[config.mk]
export PLATFORM = sky130hd
export DESIGN_NAME = fifo_burst_reader_flat
export DESIGN_NICKNAME = d
export VERILOG_FILES = /design/src/rtl/fifo_burst_reader_if.sv /design/src/rtl/fifo_burst_reader.sv /design/src/flat_wrapper.sv
export SDC_FILE = /design/constraint.sdc
export NUM_CORES = 1
export LEC_CHECK = 0
export ABC_AREA = 1
export BUFFER_PORTS_ARGS = -buffer_cell sky130_fd_sc_hd__buf_2
export CORE_MARGIN = 1
export CORE_UTILIZATION = 50
export CTS_CLUSTER_SIZE = 30
export DETAILED_ROUTE_END_ITERATION = 7
export PLACE_DENSITY = 0.81
export SYNTH_ARGS = -nofsm -noshare
export SYNTH_HDL_FRONTEND = slang
export SYNTH_SLANG_ARGS = --single-unit
[constraint.sdc]
create_clock -name clk -period 2.15 [get_ports clk]
set_clock_uncertainty 0.15 [all_clocks]
set_input_delay 0.215 -clock clk [delete_from_list [all_inputs] [get_ports clk]]
set_output_delay 0.215 -clock clk [all_outputs]
set_load 0.02 [all_outputs]
[src/rtl/fifo_burst_reader_if.sv]
// Bundle of the command, FIFO-read and output-stream signals of the
// FIFO burst reader.
//   master : the reader engine (drives fifo_pull, the output stream and status)
//   slave  : the environment (issues commands, owns the FIFO, consumes words)
// Signals:
//   start, burst_len, abort        command from the controller
//   fifo_empty, fifo_dataout       FIFO read-side status and head word
//   fifo_pull                      pop request to the FIFO
//   out_valid, out_data, out_ready valid/ready output stream
//   busy, done, aborted            burst status
//   words_left, stall_cnt          progress and stall monitoring
interface fifo_burst_reader_if #(
  parameter int DATA_W  = 31,
  parameter int LEN_W   = 8,
  parameter int STALL_W = 16
);
  logic               start;
  logic [LEN_W-1:0]   burst_len;
  logic               abort;
  logic               fifo_empty;
  logic [DATA_W-1:0]  fifo_dataout;
  logic               fifo_pull;
  logic               out_valid;
  logic [DATA_W-1:0]  out_data;
  logic               out_ready;
  logic               busy;
  logic               done;
  logic               aborted;
  logic [LEN_W-1:0]   words_left;
  logic [STALL_W-1:0] stall_cnt;

  modport master (
    input  start, burst_len, abort, fifo_empty, fifo_dataout, out_ready,
    output fifo_pull, out_valid, out_data, busy, done, aborted,
           words_left, stall_cnt
  );

  modport slave (
    output start, burst_len, abort, fifo_empty, fifo_dataout, out_ready,
    input  fifo_pull, out_valid, out_data, busy, done, aborted,
           words_left, stall_cnt
  );
endinterface

[src/rtl/fifo_burst_reader.sv]
// Read-side engine for the push/pull FIFO. A start command pops exactly
// burst_len words from the FIFO and forwards them on a valid/ready stream
// through a one-word output register, sustaining one word per clock.
// Ports:
//   clk  : clock, all state changes on posedge
//   rst  : asynchronous, active-high reset
//   bus  : fifo_burst_reader_if.master (command, FIFO read side, output
//          stream, status); fifo_pull is combinational, everything else
//          is registered.
module fifo_burst_reader #(
  parameter int DATA_W  = 31,
  parameter int LEN_W   = 8,
  parameter int STALL_W = 16
) (
  input logic                 clk,
  input logic                 rst,
  fifo_burst_reader_if.master bus
);

  typedef enum logic [1:0] {IDLE, RUN, FLUSH} state_t;

  localparam logic [LEN_W-1:0]   LEN_ONE   = 1;
  localparam logic [STALL_W-1:0] STALL_ONE = 1;

  state_t             state;
  logic               out_valid_q;
  logic [DATA_W-1:0]  out_data_q;
  logic               busy_q;
  logic               done_q;
  logic               aborted_q;
  logic [LEN_W-1:0]   words_left_q;
  logic [STALL_W-1:0] stall_q;

  logic pop;
  logic accept;
  logic abort_now;

  // abort only matters while a burst is in flight; it also blocks the pop
  assign abort_now = bus.abort && (state != IDLE);
  assign accept    = out_valid_q && bus.out_ready;
  // A pop is allowed when the output register is empty or is being drained
  // in this same cycle, which gives back-to-back throughput.
  assign pop = (state == RUN) && !bus.abort && !bus.fifo_empty &&
               (words_left_q != '0) && (!out_valid_q || bus.out_ready);

  assign bus.fifo_pull  = pop;
  assign bus.out_valid  = out_valid_q;
  assign bus.out_data   = out_data_q;
  assign bus.busy       = busy_q;
  assign bus.done       = done_q;
  assign bus.aborted    = aborted_q;
  assign bus.words_left = words_left_q;
  assign bus.stall_cnt  = stall_q;

  // NOTE: every register here uses non-blocking assignments so all of them
  // see the pre-edge values, matching the flip-flops they describe.
  always_ff @(posedge clk or posedge rst) begin
    if (rst) begin
      state        <= IDLE;
      out_valid_q  <= 1'b0;
      // NOTE: the data register is reset too, so out_data starts at a
      // defined value instead of X after reset.
      out_data_q   <= '0;
      busy_q       <= 1'b0;
      done_q       <= 1'b0;
      aborted_q    <= 1'b0;
      words_left_q <= '0;
      stall_q      <= '0;
    end else begin
      done_q    <= 1'b0;
      aborted_q <= 1'b0;

      // Output register: load on pop, otherwise empty it once accepted.
      if (pop) begin
        out_data_q  <= bus.fifo_dataout;
        out_valid_q <= 1'b1;
      end else if (accept) begin
        out_valid_q <= 1'b0;
      end

      if (abort_now) begin
        // The held word is dropped; the FIFO keeps whatever was not popped.
        out_valid_q  <= 1'b0;
        words_left_q <= '0;
        busy_q       <= 1'b0;
        aborted_q    <= 1'b1;
        state        <= IDLE;
      end else begin
        case (state)
          IDLE: begin
            if (bus.start) begin
              words_left_q <= bus.burst_len;
              stall_q      <= '0;
              if (bus.burst_len != '0) begin
                busy_q <= 1'b1;
                state  <= RUN;
              end else begin
                done_q <= 1'b1;
              end
            end
          end
          RUN: begin
            if (pop) begin
              words_left_q <= words_left_q - LEN_ONE;
              if (words_left_q == LEN_ONE) state <= FLUSH;
            end
            if (bus.fifo_empty && (stall_q != '1)) stall_q <= stall_q + STALL_ONE;
          end
          FLUSH: begin
            // Finish once the last word has left the output register.
            if (!out_valid_q || bus.out_ready) begin
              busy_q <= 1'b0;
              done_q <= 1'b1;
              state  <= IDLE;
            end
          end
          default: state <= IDLE;
        endcase
      end
    end
  end

endmodule
[src/flat_wrapper.sv]
// flat-port wrapper written by rule: the top's interface ports become plain ports
module fifo_burst_reader_flat 
#(
  parameter int DATA_W  = 31,
  parameter int LEN_W   = 8,
  parameter int STALL_W = 16
)
  (clk, rst, bus_start, bus_burst_len, bus_abort, bus_fifo_empty, bus_fifo_dataout, bus_out_ready, bus_fifo_pull, bus_out_valid, bus_out_data, bus_busy, bus_done, bus_aborted, bus_words_left, bus_stall_cnt);
  fifo_burst_reader_if #(.DATA_W(DATA_W), .LEN_W(LEN_W), .STALL_W(STALL_W)) bus_i ();
  input logic clk;
  input logic rst;
  input wire logic [$bits(bus_i.start)-1:0] bus_start;
  input wire logic [$bits(bus_i.burst_len)-1:0] bus_burst_len;
  input wire logic [$bits(bus_i.abort)-1:0] bus_abort;
  input wire logic [$bits(bus_i.fifo_empty)-1:0] bus_fifo_empty;
  input wire logic [$bits(bus_i.fifo_dataout)-1:0] bus_fifo_dataout;
  input wire logic [$bits(bus_i.out_ready)-1:0] bus_out_ready;
  output wire logic [$bits(bus_i.fifo_pull)-1:0] bus_fifo_pull;
  output wire logic [$bits(bus_i.out_valid)-1:0] bus_out_valid;
  output wire logic [$bits(bus_i.out_data)-1:0] bus_out_data;
  output wire logic [$bits(bus_i.busy)-1:0] bus_busy;
  output wire logic [$bits(bus_i.done)-1:0] bus_done;
  output wire logic [$bits(bus_i.aborted)-1:0] bus_aborted;
  output wire logic [$bits(bus_i.words_left)-1:0] bus_words_left;
  output wire logic [$bits(bus_i.stall_cnt)-1:0] bus_stall_cnt;
  assign bus_i.start = bus_start;
  assign bus_i.burst_len = bus_burst_len;
  assign bus_i.abort = bus_abort;
  assign bus_i.fifo_empty = bus_fifo_empty;
  assign bus_i.fifo_dataout = bus_fifo_dataout;
  assign bus_i.out_ready = bus_out_ready;
  assign bus_fifo_pull = bus_i.fifo_pull;
  assign bus_out_valid = bus_i.out_valid;
  assign bus_out_data = bus_i.out_data;
  assign bus_busy = bus_i.busy;
  assign bus_done = bus_i.done;
  assign bus_aborted = bus_i.aborted;
  assign bus_words_left = bus_i.words_left;
  assign bus_stall_cnt = bus_i.stall_cnt;
  fifo_burst_reader #(.DATA_W(DATA_W), .LEN_W(LEN_W), .STALL_W(STALL_W)) u_core (.clk(clk), .rst(rst), .bus(bus_i));
endmodule
==> summary.md <==
| Metric | Value |
|---|---|
| Status | `finished clean` |
| Worst R2R End | `u_core.bus.words_left[0]` |
| R2R cell count | `10` |
| R2R Setup Slk | `280 ps` |
| Starting DRT DRC Count | `215` |
| Max Cap Viol | `0` |
| Syn avg cell area | `7.52 µm²` |
| Row cnt | `28` |
| VDD IR max | `0.788 mV` |
| RD Place Congestion | `0.890` |
| Total congestion overflow | `0` |
| Largest net degree at the start of global routing | `32` |
| Final Worst Setup Slack | `122 ps` |
| Reg2reg start | `u_core.bus.words_left[0]` |
| Hold Path End | `u_core.bus.done` |
| Skew-Pair Late Insertion Delay | `320 ps` |
| Leakage Power | `2.42 nW` |
| Highest clock rate | `493 MHz` |
| P per Cell Area | `1210 nW/µm²` |
| Fin. Hold Viols | `0` |
| Highest net fanout along the worst path | `12` |
| DPL Wire Length | `5250 µm` |
| CTS tree | `built` |
| Setup violators final | `0` |
| Detailed Route WL | `8010 µm` |
| Share of layout cells above drive strength 1 | `0.259` |
| TritonCTS Buffers | `9` |
| Area Overhead vs Synth | `37.6%` |
| H-tree Lvls | `3` |
| Port bufs | `104` |
| Vias in the first global route | `2,977` |
| Sequential area share after synthesis | `0.495` |
| Die Y-Extent | `80.5 µm` |
| Initial antenna violation count | `0` |
| Worst hold slack | `60.5 ps` |
| Period utilization | `0.943` |
| Worst Hold Launch | `bus_start` |
| Antenna diode count | `0` |
| Setup CP Type | `reg2out` |
| Via count | `3,116` |
| Post-route DRC violation count | `0` |
| Nets | `601` |
| Clock sink count | `61` |
| Die ar. | `6490 µm²` |
| Final Cell Area | `4240 µm²` |
| Core ar. | `5920 µm²` |
| DP Worst Slack | `284 ps` |
| CP Data Arrival Time | `1660 ps` |
| Die extent in x | `80.5 µm` |
| Global-route wire length before repair | `13,400 µm` |
| Synth Register Bits | `61` |
| Clk pin slew, worst setup/hold paths | `70 ps` |
| Max Slew Vio Count | `0` |
| Worst Hold Class | `in2reg` |
| Cells after synthesis | `410` |
| Clock Tree Buf Depth | `2` |
| Post-DRT Antenna Nets | `0` |
| Synthesized cell area | `3080 µm²` |
| Via density | `4.94` |
| Initial Utilization | `0.521` |
| Syn Nets | `459` |
| RSZ-0062 raised after global routing | `no` |
| Root Buffer | `clkbuf_8` |
| Required time worst endpoint | `1780 ps` |
| Non-filler cells in the finished layout | `631` |
| YS warnings | `0` |
| Worst Setup End Kind | `output pin` |
| Max_slew headroom | `0.628` |
| Setup tns final | `0 ps` |
| Inst Count DP | `584` |
| Post-CTS setup buffers | `0` |
| Startpoint Class | `flop` |
| Synth cell types | `26` |
| Total GRT Usage | `0.268` |
| Hold Crit Depth | `3` |
| Min Tclk post-route | `2030 ps` |
| Worst slew pin tran | `557 ps` |
| Num ports | `105` |
| Placed Area | `3710 µm²` |
| Avg WL per Cell | `12.7 µm` |
| First-pass DRT Iterations | `4` |
## cell usage in the layout, fill, tap and decap left out, types with 9 or more instances in the layout
cell type,n
clkbuf_8,11
nand3_1,20
dfrtp_1,60
buf_2,104
xor2_1,9
nor2_1,30
nand2_1,204
inv_1,21
dlygate4sd3_1,32
inv_2,9
## cell families after synthesis
logic type	synth area share
buffers and inverters	0.0552
XOR/XNOR	0.0369
adder cells (fa/ha/maj)	0.0162
flip-flops	0.495
AND/OR/NAND/NOR	0.355
AO/OA/AOI/OAI	0.0414
## sequential cells by signal (all words and copies together) (netlist names)
register and cells:
u_core.bus.busy 1, u_core.bus.aborted 1, u_core.bus.stall_cnt 16, u_core.bus.out_valid 1, u_core.bus.words_left 8, u_core.bus.out_data 31, u_core.state 2, u_core.bus.done 1
## stage by stage
step | power [W] | util
final | 0.00513 | 0.717
after global routing | 0.00549 | 0.717
after CTS | 0.00511 | 0.714
after detailed placement | 0.00402 | 0.626
after global placement | 0.00396 | 0.626
after floorplan | 0.00332 | -
## repair_timing
item                                    4_1_cts  5_1_grt
hold endpoints to repair                     54        0
gates resized for setup                       1        6
endpoints found under the setup margin        1        1
hold buffers                                 32        0
## worst max-delay path, stage by stage (launching register included)
cell     delay, ps
dfrtp_2        410
inv_1           90
ha_1           190
inv_1           60
nor2_1          40
nand2_1        120
nand3_4        130
inv_8          120
buf_2          170
## where the power goes
part | switching [W] | leakage (nW) | internal [W] | total [W]
clock | 0.000440 | 0.101 | 0.000588 | 0.00103
combinational | 0.00152 | 1.53 | 0.000770 | 0.00229
sequential | 0.000273 | 0.786 | 0.00154 | 0.00181
total | 0.00223 | 2.42 | 0.00290 | 0.00513
## worst max path at each step
stage,from,end
floorplan,rst,u_core.bus.aborted
global placement,u_core.bus.words_left[0],u_core.bus.words_left[0]
detailed placement,u_core.bus.words_left[0],u_core.bus.words_left[0]
CTS,u_core.bus.words_left[0],bus_fifo_pull
global route,u_core.bus.words_left[0],bus_fifo_pull
finish,u_core.bus.words_left[0],bus_fifo_pull
## metal layers
metal	track usage	up-vias	wire length [µm]
met1	0.336	1445	3470
met3	0.0591	9	523
met2	0.447	118	3930
met4	0.104	0	85
li1	-	1544	-
met5	0	-	0
## final cells by class
cell class                 instances  area, µm²
clock buffer                      11        151
clock inverter                     4       47.5
fill                             467       1680
inverter                          31        124
multi-input combinational        308       1400
sequential                        61       1530
tap                               75       93.8
timing repair buffer             141        903
## cells in the mapped netlist
library cell / count / area (µm²)
nor2_1: 30 / 113
inv_2: 8 / 30.0
nand3_1: 20 / 100
o21ai_0: 6 / 30.0
inv_1: 23 / 86.3
or2_2: 1 / 6.26
buf_2: 7 / 35.0
xor2_1: 9 / 78.8
xnor2_1: 4 / 35.0
dfrtp_1: 61 / 1530
nand2_1: 204 / 766
nor2_4: 3 / 33.8
nand3_2: 1 / 10.0
nand4_1: 3 / 18.8
o21ai_4: 1 / 16.3
o211ai_1: 2 / 15.0
ha_1: 4 / 50.1
o21ai_1: 5 / 25.0
nor3_1: 2 / 10.0
nor2_2: 2 / 12.5
a21oi_1: 7 / 35.0
a31oi_1: 1 / 6.26
nand2_4: 1 / 11.3
buf_6: 1 / 11.3
nand3b_1: 2 / 15.0
clkbuf_1: 2 / 7.51
Power figures use the tool's default switching activity.
